--- src/rtl/nabp_filtered_line_loader_pkg.sv ---
// Shared definitions for the NABP filtered-line loader and its neighbours.
// Holds the loader and sinogram addresser state encodings and the default
// sinogram RAM read latency, so that both sides agree on the same values.
package nabp_filtered_line_loader_pkg;

    // Default sinogram RAM read latency in cycles (must be >= 1).
    localparam int kSinogramReadLatencyDefault = 2;

    // Loader states: wait for a kick, issue one line of s indices,
    // let the read pipeline drain, then offer the completed line.
    typedef enum logic [1:0] {
        idle_s  = 2'd0,
        fill_s  = 2'd1,
        drain_s = 2'd2,
        swap_s  = 2'd3
    } loader_state_t;

    // Sinogram addresser states, kept beside the loader encoding because
    // the two machines start together on the same kick.
    typedef enum logic [1:0] {
        hs_idle_s  = 2'd0,
        hs_ready_s = 2'd1,
        hs_fill_s  = 2'd2,
        hs_wait_s  = 2'd3
    } addresser_state_t;

    // Width of a counter that must reach latency-1 without overflowing.
    function automatic int drain_counter_width(input int latency);
        return (latency > 1) ? $clog2(latency) : 1;
    endfunction

endpackage

--- src/rtl/nabp_valid_delay.sv ---
// Fixed-depth valid/data delay line. Used to carry each issued sample index
// alongside the sinogram RAM read so the index and the read data line up.
module nabp_valid_delay #(
    parameter int kDepth = 2,
    parameter int kWidth = 8
) (
    input  logic              clk,
    input  logic              reset,
    input  logic              in_valid,
    input  logic [kWidth-1:0] in_data,
    output logic              out_valid,
    output logic [kWidth-1:0] out_data
);

    logic [kDepth-1:0] valid_q;
    logic [kDepth-1:0] valid_d;
    logic [kWidth-1:0] data_q [kDepth];
    logic [kWidth-1:0] data_d [kDepth];

    // Next-state of the shift line: new entry at stage 0, every stage moves one on.
    always_comb begin
        // NOTE: every output of a combinational block gets a value on every path
        // (here stage 0 first, then each later stage), otherwise a latch is inferred.
        valid_d[0] = in_valid;
        data_d[0]  = in_data;
        for (int i = 1; i < kDepth; i++) begin
            valid_d[i] = valid_q[i-1];
            data_d[i]  = data_q[i-1];
        end
    end

    // Valid bits are cleared by reset so no stale entry can emerge afterwards.
    always_ff @(posedge clk) begin
        // NOTE: registers are updated with <= so every stage samples the
        // pre-edge value of its neighbour; = here would collapse the shift line.
        if (reset) begin
            valid_q <= '0;
        end else begin
            valid_q <= valid_d;
        end
    end

    // Data stages carry no reset; they are only observed when the matching valid is set.
    always_ff @(posedge clk) begin
        // NOTE: payload storage is deliberately left unreset; the valid bits
        // alone decide whether an entry exists.
        for (int i = 0; i < kDepth; i++) begin
            data_q[i] <= data_d[i];
        end
    end

    assign out_valid = valid_q[kDepth-1];
    assign out_data  = data_q[kDepth-1];

endmodule

--- src/rtl/nabp_filtered_line_loader.sv ---
// Filtered line loader: on a kick, walks s = 0..N-1 through the sinogram
// addresser, writes each returned sample into the current line-buffer bank,
// and then offers the finished line to the processing side until it swaps.
module nabp_filtered_line_loader
    import nabp_filtered_line_loader_pkg::*;
#(
    parameter int kSLength             = 8,
    parameter int kAngleLength         = 8,
    parameter int kFilteredDataLength  = 16,
    parameter int kProjectionLineSize  = 256,
    parameter int kSinogramReadLatency = kSinogramReadLatencyDefault
) (
    input  logic                           clk,
    input  logic                           reset,
    // control
    input  logic                           ld_kick,
    output logic                           ld_busy,
    output logic                           ld_done,
    // sinogram addresser
    input  logic [kAngleLength-1:0]        fr_angle,
    input  logic                           fr_has_next_angle,
    input  logic                           fr_next_angle_ack,
    output logic [kSLength-1:0]            fr_s_val,
    output logic                           fr_next_angle,
    // sinogram RAM read data
    input  logic [kFilteredDataLength-1:0] sg_data,
    // line-buffer write side
    output logic                           lb_we,
    output logic [kSLength-1:0]            lb_waddr,
    output logic [kFilteredDataLength-1:0] lb_wdata,
    output logic                           lb_wr_bank,
    // line-buffer handshake with the processing side
    output logic                           lb_line_valid,
    output logic [kAngleLength-1:0]        lb_angle,
    input  logic                           lb_swap
);

    localparam int                    kDrainWidth = drain_counter_width(kSinogramReadLatency);
    localparam logic [kSLength-1:0]    kLastS      = kSLength'(kProjectionLineSize - 1);
    localparam logic [kDrainWidth-1:0] kLastDrain  = kDrainWidth'(kSinogramReadLatency - 1);

    loader_state_t          state_q, state_d;
    logic [kSLength-1:0]    s_val_q, s_val_d;
    logic [kDrainWidth-1:0] drain_cnt_q, drain_cnt_d;
    logic                   wr_bank_q, wr_bank_d;

    // The processing side takes the line only while it is actually on offer.
    logic swap_take;
    assign swap_take = (state_q == swap_s) && lb_swap;

    // Next-state logic: sequencing of fill, drain and swap plus the s counter.
    always_comb begin
        state_d     = state_q;
        s_val_d     = s_val_q;
        drain_cnt_d = drain_cnt_q;
        wr_bank_d   = wr_bank_q;
        unique case (state_q)
            idle_s: begin
                if (ld_kick) begin
                    state_d = fill_s;
                    s_val_d = '0;
                end
            end
            fill_s: begin
                // Exact compare at N-1: the counter never runs past the line end.
                if (s_val_q == kLastS) begin
                    state_d     = drain_s;
                    s_val_d     = '0;
                    drain_cnt_d = '0;
                end else begin
                    s_val_d = s_val_q + 1'b1;
                end
            end
            drain_s: begin
                // The last issued index needs L cycles to reach the buffer.
                if (drain_cnt_q == kLastDrain) begin
                    state_d     = swap_s;
                    drain_cnt_d = '0;
                end else begin
                    drain_cnt_d = drain_cnt_q + 1'b1;
                end
            end
            swap_s: begin
                if (lb_swap) begin
                    wr_bank_d = ~wr_bank_q;
                    s_val_d   = '0;
                    state_d   = fr_next_angle_ack ? fill_s : idle_s;
                end
            end
            default: begin
                state_d = idle_s;
            end
        endcase
    end

    // State registers with synchronous reset back to an idle, bank-0 loader.
    always_ff @(posedge clk) begin
        if (reset) begin
            state_q     <= idle_s;
            s_val_q     <= '0;
            drain_cnt_q <= '0;
            wr_bank_q   <= 1'b0;
        end else begin
            state_q     <= state_d;
            s_val_q     <= s_val_d;
            drain_cnt_q <= drain_cnt_d;
            wr_bank_q   <= wr_bank_d;
        end
    end

    // Read-latency alignment: every s issued during fill re-emerges L cycles
    // later, exactly when its sinogram sample is on sg_data.
    logic                issue_valid;
    logic                pipe_valid;
    logic [kSLength-1:0] pipe_s;

    assign issue_valid = (state_q == fill_s);

    nabp_valid_delay #(
        .kDepth (kSinogramReadLatency),
        .kWidth (kSLength)
    ) u_valid_delay (
        .clk       (clk),
        .reset     (reset),
        .in_valid  (issue_valid),
        .in_data   (s_val_q),
        .out_valid (pipe_valid),
        .out_data  (pipe_s)
    );

    // Outputs. A write still in flight is suppressed as soon as reset is seen,
    // so nothing lands in the line buffer once reset has been raised.
    assign fr_s_val      = s_val_q;
    assign ld_busy       = (state_q != idle_s);
    assign lb_we         = pipe_valid && !reset;
    assign lb_waddr      = pipe_s;
    assign lb_wdata      = sg_data;
    assign lb_wr_bank    = wr_bank_q;
    assign lb_line_valid = (state_q == swap_s);
    assign lb_angle      = (state_q == swap_s) ? fr_angle : '0;
    assign fr_next_angle = swap_take;
    assign ld_done       = swap_take && !fr_has_next_angle;

endmodule

--- config.mk ---
export PLATFORM = sky130hd
export DESIGN_NAME = nabp_filtered_line_loader
export DESIGN_NICKNAME = d
export VERILOG_FILES = /design/src/rtl/nabp_filtered_line_loader_pkg.sv /design/src/rtl/nabp_valid_delay.sv /design/src/rtl/nabp_filtered_line_loader.sv
export SDC_FILE = /design/constraint.sdc
export NUM_CORES = 1
export LEC_CHECK = 0
export ABC_AREA = 1
export BUFFER_PORTS_ARGS = -buffer_cell sky130_fd_sc_hd__buf_4
export CORE_ASPECT_RATIO = 1.1
export CORE_MARGIN = 2
export CORE_UTILIZATION = 25
export CTS_CLUSTER_DIAMETER = 60
export DETAILED_ROUTE_END_ITERATION = 8
export GPL_ROUTABILITY_DRIVEN = 0
export PLACE_DENSITY = 0.58
export SKIP_CTS_REPAIR_TIMING = 1
export SYNTH_ARGS = -nofsm -noshare
export SYNTH_HDL_FRONTEND = slang
export SYNTH_SLANG_ARGS = --single-unit
--- constraint.sdc ---
create_clock -name clk -period 2.39 [get_ports clk]
set_input_delay 0.478 -clock clk [delete_from_list [all_inputs] [get_ports clk]]
set_output_delay 0.478 -clock clk [all_outputs]
set_load 0.05 [all_outputs]
## Word level (Yosys, flattened, before mapping)

Memories as Yosys holds them, arrays and structs flattened.
Index checks and enable logic that the tools add are counted.

- Word-level logic and storage cells: 44
- RAM bits: 16
- Bits in registers: 14
- Input bits: 30
- Memories: 1
- Output and inout bits: 46

- Bitwise gates (word level): 1
- Equal/unequal tests: 8
- Multiplexer cells: 14
- Reductions and logical operators: 13
- $add $sub $neg: 2

Memory list:

| name | depth | width | read ports | clocked after memory_dff | wr ports | RTL line | text |
|---|---|---|---|---|---|---|---|
| u_valid_delay.data_q | 2 | 8 | 2 | 0 | 2 | nabp_valid_delay.sv:17 | `logic [kWidth-1:0] data_q [kDepth];` |

Operators with widths:

| kind | number |
|---|---|
| $mux 8 | 4 |
| $pmux 8 s3 | 1 |
| $add 8x1->8 const B | 1 |
| $eq 8x8->1 const B | 1 |
| $mux 2 | 4 |
| $pmux 2 s4 | 1 |
| $ne 2x2->1 const B | 3 |
| $eq 2x2->1 const B | 2 |
| $reduce_and 2->1 | 2 |
| $reduce_and 4->1 | 1 |
| $reduce_bool 2->1 | 2 |
| $logic_and 1x1->1 | 3 |
| $mux 1 | 3 |
| $reduce_and 3->1 | 1 |
| $reduce_bool 3->1 | 1 |
| $eq 2x1->1 const B | 1 |
| $logic_not 1->1 | 2 |
| $logic_not 2->1 | 1 |
| $ne 2x1->1 const B | 1 |
| $pmux 1 s2 | 1 |
| $add 1x1->1 const B | 1 |
| $not 1->1 | 1 |

## Longest topological paths before layout

Gate-level depths: netlist of the first run.

- Word-level depth: 3
- Gate-level depth with buffers: 9
- Gate-level depth less buffers: 9

## By module

Synthesis of the first run repeated with hierarchy kept, for this count alone.

- Cell total of the unflattened synthesis: 165
- Area, all modules: 1315.0 um^2

By module, submodules not included:

| module | area each (um^2) | seq. area each (um^2) | instances | cells each |
|---|---|---|---|---|
| nabp_filtered_line_loader | 939.7 | 240.2 | 1 | 143 |
| nabp_valid_delay | 375.4 | 360.3 | 1 | 22 |

## Worst setup path before layout of the first run

No wires, ideal clock.

- Kind: reg2out
- Start: register state_q[0]
- End: output ld_done
- Arrival: 1923 ps
- Data required time: 1912 ps
- Stages on the path, launching flop included: 5
- Path slack: -11 ps
- Path through: dfxtp_1 -> ha_1 -> buf_2 -> nand2_1 -> nor2_1

- Longest elaborated chain between the ends: 3

Ends and longest elaborated chain:

| element | RTL line | text |
|---|---|---|
| start: declaration | nabp_filtered_line_loader.sv:42 | `loader_state_t state_q, state_d;` |
| start signal: assignment | nabp_filtered_line_loader.sv:99 | `state_q <= idle_s;` |
| start signal: assignment | nabp_filtered_line_loader.sv:104 | `state_q <= state_d;` |
| $eq 2x2->1 | - |  |
| via lb_line_valid | nabp_filtered_line_loader.sv:33 | `output logic lb_line_valid,` |
| $logic_and 1x1->1 | nabp_filtered_line_loader.sv:49 | `assign swap_take = (state_q == swap_s) && lb_swap;` |
| $logic_and 1x1->1 | nabp_filtered_line_loader.sv:142 | `assign ld_done = swap_take && !fr_has_next_angle;` |
| end: declaration | nabp_filtered_line_loader.sv:18 | `output logic ld_done,` |

The timed path passes the listed nets, and every way through them passes these cells.

## Worst setup path in the final report of the first run

- Start: register state_q[0]
- End: output ld_done

- Longest elaborated chain between the ends: 3

Ends and longest elaborated chain:

| element | RTL line |
|---|---|
| $eq 2x2->1 | nabp_filtered_line_loader.sv:49 |
| $logic_and 1x1->1 | nabp_filtered_line_loader.sv:49 |
| $logic_and 1x1->1 | nabp_filtered_line_loader.sv:142 |

No other way between the ends.

==> metrics.md, run 1 <==
| Metric | Value |
|---|---|
| Netlist cell types | 23 |
| Fin. max-slew vios | 0 |
| EDFF count, synth | 0 |
| Setup_tns | 0 ns |
| Cells after synthesis | between 150 and 200 |
| Hold/Removal Path Class | register to register |
| Buf/Inv on CP | 1 |
| Most frequent cell after synthesis | nand2_1 |
| Global-route wire length before repair | 4180 um |
| Setup WS pre-CTS | between 0.5 and 0.6 ns |
| Final period util | 0.871 |
| HPWL after DPL | 1860 um |
| Final worst slack | 0.308 ns |
| Chip width | 74.9 um |
| Die height | between 80 and 90 um |
| Slowest CP cell | ha_1 |
| CTS Sinks | 30 |
| P&R area growth vs syn | 23.6% |
| Peak VDD IR | 429 uV |
| Pint | 0.00101 W |
| Initial antenna violation count | 0 |
| Worst-path cell chain | ha_1 -> nand2_1 -> nor2_2 -> buf_4 |
| Yosys reg bits | 30 |
| Largest net degree at the start of global routing | 13 |
| H-tree level count | 2 |
| CTS tree | yes |
| Clock-pin slew on the worst setup and hold paths | 0.06 ns |
| Synth cell count leaders | nand2_1, inv_1, dfxtp_1, buf_4, nor2_1 |
| Power per Cell Area | 996 nW/um2 |
| IO buf count | 43 |
| RSZ-0062 raised after global routing | no |
| CTS Root Cell | clkbuf_8 |
| Reg power frac | 0.368 |
| Post-detailed-route via-to-cell ratio | 3.72 |
| Clock Latency Late Sink | approximately 0.28 ns |
| Dpl cells | approximately 270 |
| Die ar. | roughly 6100 um2 |
| # diodes | 0 |
| Fin. Hold Viols | 0 |
| # IOs | 76 |
| Relative slew slack | 0.727 |
| Syn Area/Cell | between 7 and 8 um2 |
| CP Data Arrival Time | between 1.5 and 2 ns |
| WHS | 0.326 ns |
| Layout cells sized above 1 | 0.313 |
| Ys flop type | dfxtp_1 |
| # fillers | 568 |
| Routed wire length | 2440 um |
| ANT nets after route | 0 |
| Residual DRC | 0 |
| Switch share | 0.403 |
| Total gr overflow | 0 |
| Crit Path Class | register to output pin |
| Area share of the largest cell type after synthesis | 0.435 |
| Sequential area share after synthesis | 0.435 |
| # rows | 28 |
| Clock buffer depth | 2 |
| Tmin final | 2.08 ns |
| Initial Utilization | 0.258 |
| 1st-iter DRT viols | 46 |
| Leak | ~0.88 nW |
| Worst Tran Pin Value | approximately 0.41 ns |
| Fin Clk Skew | around 0.0047 ns |
| Critical Path RT | around 1.9 ns |
| Num CTS Buffers | 5 |
| Crit path max fanout | 12 |
| Total track usage | 0.0899 |
| Cell taking the most area after synthesis | dfxtp_1 |
| Core area | 5360 um2 |
| Max cap viols | 0 |
| Via count | 1016 |
| Clock share of power | 0.246 |
| Top achievable clock speed | 0.480 GHz |
| Endpoint class of the critical path | output pin |
| FFs w/ async S/R, synth | 0 |
| Non-Filler Instances | 273 |
| Top post-synthesis cells by area | dfxtp_1, buf_4, nand2_1 |
| Element type at the critical path start | register |
| Sw Pwr | between 0.0006 and 0.0007 W |
| Status | finished clean |
| 1st-pass router iterations | 4 |
| Critical path's top delay family | adder cells |
| Final net count | roughly 230 |
| Combinational Power Share | 0.387 |
| Final setup violation count | 0 |
| Vias in the first global route | 1009 |
| Synthesized cell area | ~1400 um2 |
| Average routed wire per standard cell | 8.93 um |
| Synthesized net count | 209 |
| Syn. warnings | 0 |
| Slowest stage delay, CP | 0.43 ns |
[path summary, 6_finish.rpt]
path | from | end | slack (ns) | cells after the start
worst max register to register | state_q[0] | fr_s_val[6] | 0.80 | 7
worst min register to register | u_valid_delay.data_q[0][4] | u_valid_delay.data_q[0][12] | 0.33 | 0
worst min-delay path | u_valid_delay.data_q[0][4] | u_valid_delay.data_q[0][12] | 0.33 | 0
worst max-delay path | state_q[0] | ld_done | 0.31 | 4
[power by group through the flow]
stage / Clock [W] / Sequential (W) / Combinational (W)
after global placement: 0 / 0.000633 / 0.000655
after detailed placement: 0 / 0.000637 / 0.000665
after CTS: 0.000438 / 0.000626 / 0.000667
final: 0.000417 / 0.000625 / 0.000657
after global routing: 0.000463 / 0.000639 / 0.000729
after floorplan: 0 / 0.000682 / 0.000532
[layout by cell type (no fill, tap or decap)]
cell type   netlist  layout
buf_4            24      43
nand4_1           2       2
nor3_1            2       2
ha_1              6       6
dfxtp_1          30      30
o211ai_1          1       1
or2_2             1       1
o21ai_0           1       1
nor2_1           14      13
nor2_4            3       3
xor2_1            2       2
nand2_2           4       4
a21oi_1           7       7
xnor2_1           1       1
nor3b_1           1       1
nand3_2           1       1
nand3_1           6       6
clkinvlp_4        0       1
nor2_2            0       1
o21bai_1          1       1
clkinv_2          0       1
nand2_1          32      32
inv_1            31      31
nand2_4           1       1
clkbuf_8          0       6
[area by class of cell]
type	count	area, um2	share of cell area
Sequential cell	30	601	0.352
Multi-Input combinational cell	86	478	0.280
Timing Repair Buffer	43	323	0.189
Inverter	31	116	0.0682
Tap cell	75	93.8	0.0550
Clock buffer	6	82.6	0.0484
Clock inverter	2	12.5	0.00733
[through the flow]
| step | power [W] | cell area [um2] | utilization |
|---|---|---|---|
| floorplan | 0.00121 | 1380 | - |
| detailed placement | 0.00130 | 1610 | 0.301 |
| CTS | 0.00173 | 1710 | 0.318 |
| finish | 0.00170 | 1710 | 0.318 |
| global route | 0.00183 | 1710 | 0.318 |
| global placement | 0.00129 | 1610 | 0.301 |
[per-layer routing]
layer / up-vias / track usage / wire length [um]
li1: 540 / - / -
met1: 412 / 0.0943 / 1050
met2: 47 / 0.142 / 1030
met3: 17 / 0.0368 / 264
met4: 0 / 0.0679 / 87
met5: - / 0 / 0
[sequential cells by signal (all words and copies together) (netlist names)]
signal / count
u_valid_delay.data_q: 16
fr_s_val: 8
state_q: 2
u_valid_delay.valid_q: 2
drain_cnt_q: 1
lb_wr_bank: 1
[logic make-up (layout without fill, tap and decap cells)]
logic type      after synthesis  count (layout)  synth area share
compound gates               10              10            0.0399
buf+inv                      57              82             0.221
flops                        30              30             0.435
xor+xnor                      3               3            0.0190
fa+ha+maj                     6               6            0.0543
simple gates                 67              67             0.231
(Power assumes the default switching activity.)
==> run 2: changes to the inputs <==
ABC_AREA = unset   (was 1)
==> metrics.md, run 2 <==
| Metric | Value |
|---|---|
| Status | finished clean |
| Top post-synthesis cells by area | dfxtp_1, buf_4, ha_1 |
| Max reg flops | 16 (unchanged) |
| # IOs | 76 (unchanged) |
| Relative slew slack | 0.789 (+0.0616) |
| Fin. Hold Viols | 0 (unchanged) |
| Routed wl met2 | 1050 um (+1.5%) |
| Max cap viols | 0 (unchanged) |
| Buf/Inv on CP | 1 (unchanged) |
| Leak | 0.742 nW (-16%) |
| Tmin final | 1.96 ns (-0.122 ns) |
| Routed wire length | 2250 um (-7.5%) |
| Worst Hold Depth | 0 (unchanged) |
| Dpl cells | 221 (-17%) |
| FFs w/ async S/R, synth | 0 (unchanged) |
| RSZ-0062 raised after global routing | no |
| # rows | 28 (unchanged) |
| Core area | 5290 um2 (-1.3%) |
| Met3 Wirelength | 242 um (-8.3%) |
| Largest net degree at the start of global routing | 13 (unchanged) |
| P&R area growth vs syn | 21.8% |
| Crit Reg-Reg Startpoint | state_q[1] |
| Vias in the first global route | 860 (-15%) |
| Syn Area/Cell | 10.4 um2 (+31%) |
| Cell taking the most area after synthesis | dfxtp_1 |
| CTS tree | yes |
| Cells after synthesis | 129 (-25%) |
| Most frequent cell after synthesis | dfxtp_1 |
| Crit Path Class | register to output pin |
| CTS Root Cell | clkbuf_8 |
| Global-route wire length before repair | 3730 um (-11%) |
| Total gr overflow | 0 (unchanged) |
| Hold_sp | u_valid_delay.data_q[0][5] |
| Syn. warnings | 0 (unchanged) |
| M1 WL | 934 um (-11%) |
| Worst R2R End | fr_s_val[6] |
| Clock-pin slew on the worst setup and hold paths | 0.06 ns (about the same) |
| H-tree level count | 2 (unchanged) |
| Die height | 81 um (-1.2%) |
| Peak VDD IR | 265 uV (-38%) |
| Hold/Removal Path Class | register to register |
| Worst-path cell chain | ha_1 -> nand2_1 -> nor2_1 -> buf_4 |
| Final period util | 0.820 (-0.0511) |
| 1st-pass router iterations | 4 (unchanged) |
| Post-detailed-route via-to-cell ratio | 3.87 (+3.9%) |
| Via count | 882 (-13%) |
| Ys flop type | dfxtp_1 |
| Netlist cell types | 35 (+52%) |
| Synthesized net count | 165 (-21%) |
| CTS Sinks | 30 (unchanged) |
| # diodes | 0 (unchanged) |
| Most frequent cells in the layout | buf_4, dfxtp_1, nor2_1 |
| CP Data Arrival Time | 1.48 ns (-0.12 ns) |
| Residual DRC | 0 (unchanged) |
| Critical path's top delay family | flip-flops |
| Total track usage | 0.0831 (-0.00683) |
| Element type at the critical path start | register |
| Worst Tran Pin Value | 0.313 ns (-0.0963 ns) |
| IO buf count | 43 (unchanged) |
| Crit path max fanout | 12 (unchanged) |
| Clock Latency Late Sink | 0.27 ns (about the same) |
| Power per Cell Area | 915 nW/um2 (-8.2%) |
| Chip width | 74 um (-1.2%) |
| Max Used Layer | met4 |
| Top achievable clock speed | 0.510 GHz (+6.2%) |
| Clock buffer depth | 2 (unchanged) |
| Initial antenna violation count | 0 (unchanged) |
| ANT nets after route | 0 (unchanged) |
| Fin. max-slew vios | 0 (unchanged) |
| 1st-iter DRT viols | 17 (-63%) |
| Synth cell count leaders | dfxtp_1, buf_4, nor2_1, and2_1, xnor2_1 |
| Fin Clk Skew | 0.00534 ns (+0.000683 ns) |
| Die ar. | 5990 um2 (-2.3%) |
| Slowest CP cell | dfxtp_1 |
| Slowest stage delay, CP | 0.37 ns (-0.06 ns) |
| Hold worst-path end | u_valid_delay.data_q[0][13] |
| Reg area | 601 um2 (unchanged) |
| Average routed wire per standard cell | 9.89 um (+11%) |
| Sequential area share after synthesis | 0.446 (+0.0109) |
| HPWL after DPL | 1780 um (-4.0%) |
| Layout cells sized above 1 | 0.405 (+0.0921) |
| Biggest register | u_valid_delay.data_q |
| Final setup violation count | 0 (unchanged) |
| EDFF count, synth | 0 (unchanged) |
| Area of the multi-input gates | 519 um2 (+8.6%) |
| Synthesized cell area | 1350 um2 (-2.4%) |
| Initial Utilization | 0.255 (-0.00297) |
| Setup_tns | 0 ns (unchanged) |
| Final net count | 189 (-19%) |
| Area share of the largest cell type after synthesis | 0.446 (+0.0109) |
| Worst reg2reg setup slack | 0.74 ns (-0.06 ns) |
| Endpoint class of the critical path | output pin |
| Worst R2R Path Depth | 6 (-1) |
| # fillers | 560 (-1.4%) |
| Yosys reg bits | 30 (unchanged) |
| Num CTS Buffers | 5 (unchanged) |
| Critical Path RT | 1.91 ns (about the same) |
| Non-Filler Instances | 228 (-16%) |
| Commonest non-fill, non-tap cell in the layout | buf_4 |
-- run 2: cell count changes after synthesis, sizes merged, moves of 2 or more --
| cell | before | now |
|---|---|---|
| and2 | 0 | 8 |
| nand2 | 37 | 4 |
| nand3 | 7 | 1 |
| nand4b | 0 | 2 |
| nor2b | 0 | 4 |
| nor4 | 0 | 3 |
| xnor2 | 1 | 7 |
| nor2 | 17 | 12 |
| inv | 31 | 5 |
| a21oi | 7 | 3 |
-- run 2: report_power, final --
part / switching [W] / leakage [nW] / total (W) / internal (W)
clock: 0.000168 / 0.0438 / 0.000362 / 0.000194
combinational: 0.000347 / 0.455 / 0.000546 / 0.000199
sequential: 0.0000375 / 0.243 / 0.000593 / 0.000556
-- run 2: cell families after synthesis --
family	share of synthesized area
flip-flops	0.446
adder cells (fa/ha/maj)	0.0557
XOR/XNOR	0.0520
AO/OA/AOI/OAI	0.0566
multiplexers	0.00743
AND/OR/NAND/NOR	0.214
buffers and inverters	0.169
-- run 2: worst max path at each step --
| stage | start | to | slack (ns) | depth (start not counted) |
|---|---|---|---|---|
| 3_3_place_gp | state_q[1] | ld_done | 0.74 | 4 |
| 6_report | state_q[1] | ld_done | 0.43 | 4 |
| 3_5_place_dp | state_q[1] | ld_done | 0.69 | 4 |
| 5_1_grt | state_q[1] | ld_done | 0.30 | 4 |
| 2_1_floorplan | state_q[1] | ld_done | 0.03 | 4 |
| 4_1_cts | state_q[1] | ld_done | 0.38 | 4 |
-- run 2: per-stage QoR --
step / worst slack (ns) / cell area [um2] / total power, W / utilization / hold slack (ns)
finish: 0.430 / 1640 / 0.00150 / 0.310 / 0.319
global route: 0.305 / 1640 / 0.00162 / 0.310 / 0.331
CTS: 0.383 / 1640 / 0.00153 / 0.310 / 0.320
detailed placement: 0.692 / 1560 / 0.00116 / 0.295 / 0.312
global placement: 0.739 / 1560 / 0.00115 / 0.295 / 0.310
floorplan: 0.0317 / 1350 / 0.00112 / - / 0.310
-- run 2: metal layers --
| metal | track usage | up-vias |
|---|---|---|
| met1 | 0.0867 | 385 |
| li1 | - | 449 |
| met2 | 0.137 | 44 |
| met4 | 0.0436 | 0 |
| met3 | 0.0409 | 4 |
| met5 | 0 | - |
-- run 2: layout make-up --
cell class,count,share of cell area
Clock buffer,5,0.0419
Clock inverter,2,0.00610
Sequential cell,30,0.366
Tap cell,75,0.0572
Inverter,5,0.0114
Timing Repair Buffer,44,0.201
Multi-Input combinational cell,67,0.316
